## src/rtl/lcd_tile_sequencer_if.sv

```systemverilog
// Tile request and LCD byte-stream bundle for lcd_tile_sequencer.
// master drives requests and out_ready; slave is the sequencer.
interface lcd_tile_sequencer_if #(
    parameter int XW = 4,
    parameter int YW = 4
);
    logic          tile_valid;
    logic          tile_ready;
    logic [XW-1:0] tile_x;
    logic [YW-1:0] tile_y;
    logic [2:0]    obj_code;
    logic          out_valid;
    logic          out_ready;
    logic [7:0]    out_data;
    logic          out_dcx;

    modport master (
        output tile_valid, tile_x, tile_y, obj_code, out_ready,
        input  tile_ready, out_valid, out_data, out_dcx
    );

    modport slave (
        input  tile_valid, tile_x, tile_y, obj_code, out_ready,
        output tile_ready, out_valid, out_data, out_dcx
    );
endinterface

```

## src/rtl/lcd_tile_sequencer.sv

```systemverilog
// ILI9341 8080-mode init + tile-fill byte sequencer.
// Optional full-screen clear after init: define CLEAR_ON_INIT_EN.
module lcd_tile_sequencer #(
    parameter int TILE_W    = 20,
    parameter int TILE_H    = 20,
    parameter int GRID_COLS = 16,
    parameter int GRID_ROWS = 12,
    parameter int DELAY_CYC = 60000,
    parameter int XW        = 4,
    parameter int YW        = 4
) (
    input  logic clk_i,
    input  logic rst_i,
    input  logic init_start_i,
    lcd_tile_sequencer_if.slave bus,
    output logic busy_o,
    output logic init_done_o,
    output logic tile_done_o,
    output logic tile_err_o
);
    localparam logic [1:0] S_IDLE = 2'd0;
    localparam logic [1:0] S_EMIT = 2'd1;
    localparam logic [1:0] S_WAIT = 2'd2;
    localparam logic [1:0] M_INIT = 2'd0;
    localparam logic [1:0] M_TILE = 2'd1;
    localparam logic [1:0] M_CLR  = 2'd2;
    localparam int NPIX = TILE_W * TILE_H;
    localparam int PW   = $clog2(NPIX + 1);
    localparam int DW   = $clog2(DELAY_CYC + 1);
    localparam logic [3:0] ST_PIX = 4'd11;
`ifdef CLEAR_ON_INIT_EN
    localparam int NCLR = GRID_COLS * TILE_W * GRID_ROWS * TILE_H;
    localparam int CW   = $clog2(NCLR + 1);
    logic [CW-1:0] clr_q, clr_d;
`endif

    logic [1:0]    state_q, state_d, mode_q, mode_d;
    logic [3:0]    step_q, step_d;
    logic          lo_q, lo_d;
    logic [PW-1:0] pix_q, pix_d;
    logic [DW-1:0] dly_q, dly_d;
    logic [XW-1:0] x_q, x_d;
    logic [YW-1:0] y_q, y_d;
    logic [2:0]    obj_q, obj_d;
    logic          init_done_q, init_done_d;
    logic          tile_err_q, tile_err_d;

    logic [15:0] sc, ec, sp, ep, colour;
    logic [7:0]  byte_c;
    logic        dcx_c, xfer, last_px, oob;

    always_comb begin
        sc = 16'(x_q) * 16'(TILE_W);
        ec = sc + 16'(TILE_W - 1);
        sp = 16'(y_q) * 16'(TILE_H);
        ep = sp + 16'(TILE_H - 1);
        unique case (obj_q)
            3'd1:    colour = 16'h1E90;
            3'd2:    colour = 16'h1568;
            3'd3:    colour = 16'hF800;
            3'd4:    colour = 16'h1408;
            default: colour = 16'h0814;
        endcase
`ifdef CLEAR_ON_INIT_EN
        if (mode_q == M_CLR) begin
            sc     = 16'd0;
            ec     = 16'(GRID_COLS * TILE_W - 1);
            sp     = 16'd0;
            ep     = 16'(GRID_ROWS * TILE_H - 1);
            colour = 16'h0814;
        end
`endif
    end

    // Init bytes come from a fixed list; tile/clear share one header layout.
    always_comb begin
        byte_c = 8'h00;
        dcx_c  = 1'b1;
        if (mode_q == M_INIT) begin
            unique case (step_q)
                4'd0:    begin byte_c = 8'h01; dcx_c = 1'b0; end
                4'd1:    begin byte_c = 8'h28; dcx_c = 1'b0; end
                4'd2:    begin byte_c = 8'h3A; dcx_c = 1'b0; end
                4'd3:    byte_c = 8'h55;
                4'd4:    begin byte_c = 8'h11; dcx_c = 1'b0; end
                default: begin byte_c = 8'h29; dcx_c = 1'b0; end
            endcase
        end else begin
            unique case (step_q)
                4'd0:    begin byte_c = 8'h2A; dcx_c = 1'b0; end
                4'd1:    byte_c = sc[15:8];
                4'd2:    byte_c = sc[7:0];
                4'd3:    byte_c = ec[15:8];
                4'd4:    byte_c = ec[7:0];
                4'd5:    begin byte_c = 8'h2B; dcx_c = 1'b0; end
                4'd6:    byte_c = sp[15:8];
                4'd7:    byte_c = sp[7:0];
                4'd8:    byte_c = ep[15:8];
                4'd9:    byte_c = ep[7:0];
                4'd10:   begin byte_c = 8'h2C; dcx_c = 1'b0; end
                default: byte_c = lo_q ? colour[7:0] : colour[15:8];
            endcase
        end
    end

    assign bus.out_valid  = (state_q == S_EMIT);
    assign bus.out_data   = bus.out_valid ? byte_c : 8'h00;
    assign bus.out_dcx    = bus.out_valid & dcx_c;
    assign bus.tile_ready = (state_q == S_IDLE) & init_done_q;
    assign busy_o         = (state_q != S_IDLE);
    assign init_done_o    = init_done_q;
    assign tile_err_o     = tile_err_q;

    assign xfer = bus.out_valid & bus.out_ready;
    assign oob  = (32'(bus.tile_x) >= 32'(GRID_COLS)) ||
                  (32'(bus.tile_y) >= 32'(GRID_ROWS));
`ifdef CLEAR_ON_INIT_EN
    assign last_px = lo_q & ((mode_q == M_CLR) ? (clr_q == CW'(NCLR - 1))
                                               : (pix_q == PW'(NPIX - 1)));
`else
    assign last_px = lo_q & (pix_q == PW'(NPIX - 1));
`endif
    assign tile_done_o = xfer & (mode_q == M_TILE) & (step_q == ST_PIX) & last_px;

    always_comb begin
        state_d     = state_q;
        mode_d      = mode_q;
        step_d      = step_q;
        lo_d        = lo_q;
        pix_d       = pix_q;
        dly_d       = dly_q;
        x_d         = x_q;
        y_d         = y_q;
        obj_d       = obj_q;
        init_done_d = init_done_q;
        tile_err_d  = 1'b0;
`ifdef CLEAR_ON_INIT_EN
        clr_d       = clr_q;
`endif
        unique case (state_q)
            S_IDLE: begin
                if (bus.tile_valid && bus.tile_ready) begin
                    x_d   = bus.tile_x;
                    y_d   = bus.tile_y;
                    obj_d = bus.obj_code;
                    if (oob) begin
                        tile_err_d = 1'b1;
                    end else begin
                        state_d = S_EMIT;
                        mode_d  = M_TILE;
                        step_d  = 4'd0;
                    end
                end else if (init_start_i) begin
                    state_d = S_EMIT;
                    mode_d  = M_INIT;
                    step_d  = 4'd0;
                end
            end
            S_WAIT: begin
                if (dly_q == DW'(DELAY_CYC - 1)) begin
                    dly_d   = '0;
                    state_d = S_EMIT;
                end else begin
                    dly_d = dly_q + 1'b1;
                end
            end
            S_EMIT: begin
                if (xfer) begin
                    if (mode_q == M_INIT) begin
                        step_d = step_q + 4'd1;
                        if (step_q == 4'd0 || step_q == 4'd4) begin
                            state_d = S_WAIT;
                        end else if (step_q == 4'd5) begin
                            step_d = 4'd0;
`ifdef CLEAR_ON_INIT_EN
                            mode_d = M_CLR;
`else
                            state_d     = S_IDLE;
                            init_done_d = 1'b1;
`endif
                        end
                    end else if (step_q != ST_PIX) begin
                        step_d = step_q + 4'd1;
                    end else if (!lo_q) begin
                        lo_d = 1'b1;
                    end else begin
                        lo_d = 1'b0;
                        if (last_px) begin
                            state_d = S_IDLE;
                            step_d  = 4'd0;
                            pix_d   = '0;
`ifdef CLEAR_ON_INIT_EN
                            clr_d   = '0;
`endif
                            if (mode_q == M_CLR) init_done_d = 1'b1;
`ifdef CLEAR_ON_INIT_EN
                        end else if (mode_q == M_CLR) begin
                            clr_d = clr_q + 1'b1;
`endif
                        end else begin
                            pix_d = pix_q + 1'b1;
                        end
                    end
                end
            end
            default: state_d = S_IDLE;
        endcase
    end

    always_ff @(posedge clk_i) begin
        if (rst_i) begin
            state_q     <= S_IDLE;
            mode_q      <= M_INIT;
            step_q      <= 4'd0;
            lo_q        <= 1'b0;
            pix_q       <= '0;
            dly_q       <= '0;
            x_q         <= '0;
            y_q         <= '0;
            obj_q       <= 3'd0;
            init_done_q <= 1'b0;
            tile_err_q  <= 1'b0;
`ifdef CLEAR_ON_INIT_EN
            clr_q       <= '0;
`endif
        end else begin
            state_q     <= state_d;
            mode_q      <= mode_d;
            step_q      <= step_d;
            lo_q        <= lo_d;
            pix_q       <= pix_d;
            dly_q       <= dly_d;
            x_q         <= x_d;
            y_q         <= y_d;
            obj_q       <= obj_d;
            init_done_q <= init_done_d;
            tile_err_q  <= tile_err_d;
`ifdef CLEAR_ON_INIT_EN
            clr_q       <= clr_d;
`endif
        end
    end
endmodule

```

## src/flat_wrapper.sv

```systemverilog
// flat-port wrapper written by rule: the top's interface ports become plain ports
module lcd_tile_sequencer_flat 
#(
    parameter int TILE_W    = 20,
    parameter int TILE_H    = 20,
    parameter int GRID_COLS = 16,
    parameter int GRID_ROWS = 12,
    parameter int DELAY_CYC = 60000,
    parameter int XW        = 4,
    parameter int YW        = 4
)
  (clk_i, rst_i, init_start_i, busy_o, init_done_o, tile_done_o, tile_err_o, bus_tile_valid, bus_tile_x, bus_tile_y, bus_obj_code, bus_out_ready, bus_tile_ready, bus_out_valid, bus_out_data, bus_out_dcx);
  lcd_tile_sequencer_if #(.XW(XW), .YW(YW)) bus_i ();
  input  logic clk_i;
  input  logic rst_i;
  input  logic init_start_i;
  output logic busy_o;
  output logic init_done_o;
  output logic tile_done_o;
  output logic tile_err_o;
  input wire logic [$bits(bus_i.tile_valid)-1:0] bus_tile_valid;
  input wire logic [$bits(bus_i.tile_x)-1:0] bus_tile_x;
  input wire logic [$bits(bus_i.tile_y)-1:0] bus_tile_y;
  input wire logic [$bits(bus_i.obj_code)-1:0] bus_obj_code;
  input wire logic [$bits(bus_i.out_ready)-1:0] bus_out_ready;
  output wire logic [$bits(bus_i.tile_ready)-1:0] bus_tile_ready;
  output wire logic [$bits(bus_i.out_valid)-1:0] bus_out_valid;
  output wire logic [$bits(bus_i.out_data)-1:0] bus_out_data;
  output wire logic [$bits(bus_i.out_dcx)-1:0] bus_out_dcx;
  assign bus_i.tile_valid = bus_tile_valid;
  assign bus_i.tile_x = bus_tile_x;
  assign bus_i.tile_y = bus_tile_y;
  assign bus_i.obj_code = bus_obj_code;
  assign bus_i.out_ready = bus_out_ready;
  assign bus_tile_ready = bus_i.tile_ready;
  assign bus_out_valid = bus_i.out_valid;
  assign bus_out_data = bus_i.out_data;
  assign bus_out_dcx = bus_i.out_dcx;
  lcd_tile_sequencer #(.TILE_W(TILE_W), .TILE_H(TILE_H), .GRID_COLS(GRID_COLS), .GRID_ROWS(GRID_ROWS), .DELAY_CYC(DELAY_CYC), .XW(XW), .YW(YW)) u_core (.clk_i(clk_i), .rst_i(rst_i), .init_start_i(init_start_i), .bus(bus_i), .busy_o(busy_o), .init_done_o(init_done_o), .tile_done_o(tile_done_o), .tile_err_o(tile_err_o));
endmodule
```

## config.mk

```make
export PLATFORM = sky130hd
export DESIGN_NAME = lcd_tile_sequencer_flat
export DESIGN_NICKNAME = d
export VERILOG_FILES = /design/src/rtl/lcd_tile_sequencer_if.sv /design/src/rtl/lcd_tile_sequencer.sv /design/src/flat_wrapper.sv
export SDC_FILE = /design/constraint.sdc
export NUM_CORES = 1
export LEC_CHECK = 0
export CORE_MARGIN = 2
export CORE_UTILIZATION = 45
export CTS_CLUSTER_SIZE = 10
export DETAILED_ROUTE_END_ITERATION = 8
export GPL_TIMING_DRIVEN = 0
export PLACE_DENSITY = 0.68
export SLEW_MARGIN = 15
export SYNTH_ARGS = -nofsm -noshare
export SYNTH_HDL_FRONTEND = slang
export SYNTH_SLANG_ARGS = --single-unit
```

## constraint.sdc

```tcl
create_clock -name clk_i -period 2.25 [get_ports clk_i]
set_input_delay 0.3375 -clock clk_i [delete_from_list [all_inputs] [get_ports clk_i]]
set_output_delay 0.3375 -clock clk_i [all_outputs]
set_load 0.01 [all_outputs]
```

==> key figures <==
Status
  • Status: complete, but fails checks
  • Failing checks: setup timing

Placed design
  • GPL Wtd Cong: 0.872
  • Place WS: -0.766 ns
  • Placed cell area: around 3700 µm²
  • HPWL Detailed: a little under 7 mm
  • Port bufs: 30
  • Placed cell count: roughly 530

Synthesis
  • Post-synthesis sequential area ratio: about 28%
  • Synthesis Warnings: 0
  • Synth top area cells: dfxtp_1 28%, ha_1 6.1%, nand2_1 5.4%
  • Most common cell in the synthesized netlist: nand2_1
  • Post-synth EDFFs: 0
  • Synthesized area: between 3000 and 4000 µm²
  • Netlist cell types: 68
  • Yosys top cell area share: 28.2%
  • Ys async rst share: 0%
  • Syn Inst Count: ~400
  • Avg Inst Size Synth: around 8.1 µm²
  • Synth cell count leaders: 47 x nand2_1, 46 x dfxtp_1, 31 x a21oi_1, 31 x nor2_1, 27 x nand3_1
  • Syn Nets: between 400 and 500
  • Area leader, netlist: dfxtp_1
  • Yosys reg bits: 46
  • Most used DFF post-synth: dfxtp_1

Finish
  • Multi-input gate area: approximately 2500 µm²
  • Area growth, synth to finish: 30.6%
  • # diodes: 0
  • Fillers: roughly 660
  • Nets: 494
  • Final Non-Filler Cells: 560
  • FF/Latch Area: 943 µm²
  • Final Instance Area: between 4000 and 5000 µm²
  • Layout cells sized above 1: a little over a quarter

Floorplanning
  • Row count: 31
  • Initial Util: a little under half
  • Die Ht: slightly below 90 µm
  • Io pins: 31
  • Area of the core: a little over 7000 µm²
  • Die W: between 80 and 90 µm
  • DIE AREA: between 7000 and 8000 µm²

Clock network
  • Num CTS Buffers: 5
  • CTS Sinks: 46
  • Clock slew at reported path FFs: about 0.090 ns
  • CTS Buffer Depth: 2
  • H-tree depth: 2
  • Cts hold-fix bufs: 0
  • CTS tree: done
  • Clock Latency Late Sink: about 0.30 ns
  • Root Driver: clkbuf_8

Pwr
  • Tot Pwr: between 1.5 and 2 mW
  • Int Pwr: around 1.2 mW
  • Seq pwr share: between 40 and 50%
  • NetSw: ~420 µW
  • VDD IR max: 0.266 mV
  • Power per standard cell area: 391 nW/µm²
  • Leak pwr: 1.62 nW
  • Portion of total power attributed to the clock network: a little under two fifths
  • Combinational share of power: 13.2%
  • Switching power as a share of total power: ~25%

Worst setup path
  • CP peak stage delay: around 0.56 ns
  • Reg2reg end: u_core.dly_q[0]
  • CP Capture Type: output port
  • Setup crit start kind: register
  • Reg2reg path depth: 5
  • Reg2reg start: u_core.dly_q[0]
  • Crit path top cell by count: ha_4
  • Worst EP required: around 1.9 ns
  • R2R Setup Slk: approximately 0.22 ns
  • Cell Chain, Critical Path: ha_4 -> ha_4 -> fa_2 -> xor2_1 -> a22oi_1 -> or2_4 -> a311oi_4 -> buf_2
  • CP Max Fanout: 3
  • CP max-delay cell: fa_2
  • CP Class: register to output port
  • Arrival @ worst endpoint: around 2.5 ns

STA
  • Clock period minus worst slack: 2.88 ns
  • RSZ-0062 raised after global routing: true
  • Worst clock skew: about 0.0093 ns
  • Slew Viols, Final: 0
  • Worst Slack Setup Final: -0.631 ns
  • Worst hold slack: 0.494 ns
  • Final Hold Fails: 0
  • Achievable Freq: 0.347 GHz
  • Slew Limit Headroom: 59.1%
  • Least-Margin Pin Slew: 0.609 ns
  • Final period utilization: 128%
  • Setup Viol. Count Final: 8

Global route
  • Gr ovfl total: 0
  • Vias in the first global route: about 3,100
  • Largest net degree at the start of global routing: 15
  • Total GRT Usage: roughly 25%
  • Initial antenna violation count: 0
  • First-pass GRT wire length: 15.6 mm

Min path
  • Worst hold stages: 2
  • Hold Path Class: register to register
  • Hold EP: u_core.dly_q[1]
  • Min-Delay Startpoint: u_core.dly_q[1]

Flow run
  • Max-cap viol count: 0

Route
  • Vias per cell: 5.94
  • Starting DRT DRC Count: between 200 and 250
  • DR WL/cell: between 15 and 20 µm
  • Remaining antenna violation count after routing: 0
  • DR vias: 3,327
  • # DRC: 0
  • Pre-antenna DRT Iters: 5
  • Post-Route WL: around 9.6 mm
critical path: cells and delay by family (launching register included):
kind            cells  cell delay [ns]
flops               1             0.37
buf+inv             1             0.17
compound gates      2             0.32
fa+ha+maj           3             0.96
xor+xnor            1             0.17
simple gates        1             0.25
how the worst max path moves through the flow:
| stage | start | endpoint | slack (ns) | cells past startpoint |
|---|---|---|---|---|
| 3_3_place_gp | u_core.step_q[0] | bus_out_data[4] | -0.76 | 7 |
| 4_1_cts | u_core.x_q[3] | bus_out_data[6] | -0.58 | 8 |
| 2_1_floorplan | u_core.x_q[3] | bus_out_data[6] | -0.14 | 7 |
| 5_1_grt | u_core.x_q[3] | bus_out_data[6] | -0.71 | 8 |
| 6_report | u_core.x_q[3] | bus_out_data[6] | -0.63 | 8 |
| 3_5_place_dp | u_core.y_q[3] | bus_out_data[6] | -0.77 | 7 |
cell usage in the layout, fill, tap and decap left out, types with 4 or more instances in the layout:
cell type and count:
dfxtp_1 36, nor3_1 10, clkbuf_1 5, ha_2 4
nand3_1 23, xnor2_1 14, clkbuf_8 5, a21oi_1 28
nor2_1 29, xor2_1 10, or3_1 5, o21ai_0 14
ha_4 6, buf_6 5, dfxtp_2 6, a311oi_1 5
nand4_1 5, clkdlybuf4s50_1 19, and3b_1 4, buf_2 18
nand2_1 45, dfxtp_4 4, inv_1 8, ha_1 6
nand3b_1 8, buf_4 20, nor2b_1 4
state kept, by name, summed over array words and instances (netlist names), 2 cells and up:
signal	cells
u_core.dly_q	16
u_core.pix_q	9
u_core.step_q	4
u_core.x_q	4
u_core.y_q	4
u_core.obj_q	3
u_core.state_q	2
cell type report:
type / count / share of cell area (%)
flip-flops and latches: 46 / 22.1
plain buffers: 23 / 3.23
well taps: 99 / 2.91
multi-input cells: 325 / 58.8
clock buffers: 6 / 1.70
inverters: 10 / 0.939
repair buffers: 49 / 9.45
clock inverters: 2 / 0.851
cell families (layout without fill, tap and decap cells):
kind of cell               count (synthesis)  in the layout  share of synthesized area, %
xor gates and xnor gates                  24             24                          6.44
muxes                                      2              2                         0.614
buffers and inverters                     34             90                          5.10
DFF                                       46             46                          28.2
and+or+nand+nor                          182            182                          31.9
AOI/OAI and AO/OA                         99             99                          20.3
adders and majority gates                 18             18                          7.36
metal layers:
layer / up-vias / wire length, µm / track usage, % / part of all wire, %
li1: 1611 / - / - / -
met1: 1593 / 4430 / 34.5 / 46
met2: 103 / 4520 / 38.9 / 47
met3: 20 / 459 / 3.14 / 4.8
met4: 0 / 238 / 11.3 / 2.5
met5: - / 0 / 0 / 0
stage by stage:
step                      utilization, %  TNS [ns]
after floorplan                        -    -0.193
after global placement              52.5     -5.36
after detailed placement            52.5     -5.53
after CTS                           58.2     -2.59
after global routing                59.7     -3.26
final                               59.7     -2.71
power by group through the flow:
stage	combinational, mW	clock (mW)	sequential, mW
after floorplan	0.0996	0	0.841
after CTS	0.199	0.638	0.821
after detailed placement	0.177	0	0.842
after global placement	0.174	0	0.842
after global routing	0.234	0.665	0.823
final	0.219	0.624	0.822
what timing repair did:
action	CTS	global route
endpoints found under the hold margin	0	0
endpoints found under the setup margin	12	18
resized for setup	92	23
buffers inserted	14	5
pin swaps	22	7
No activity file was read; power rests on OpenSTA's default activity.
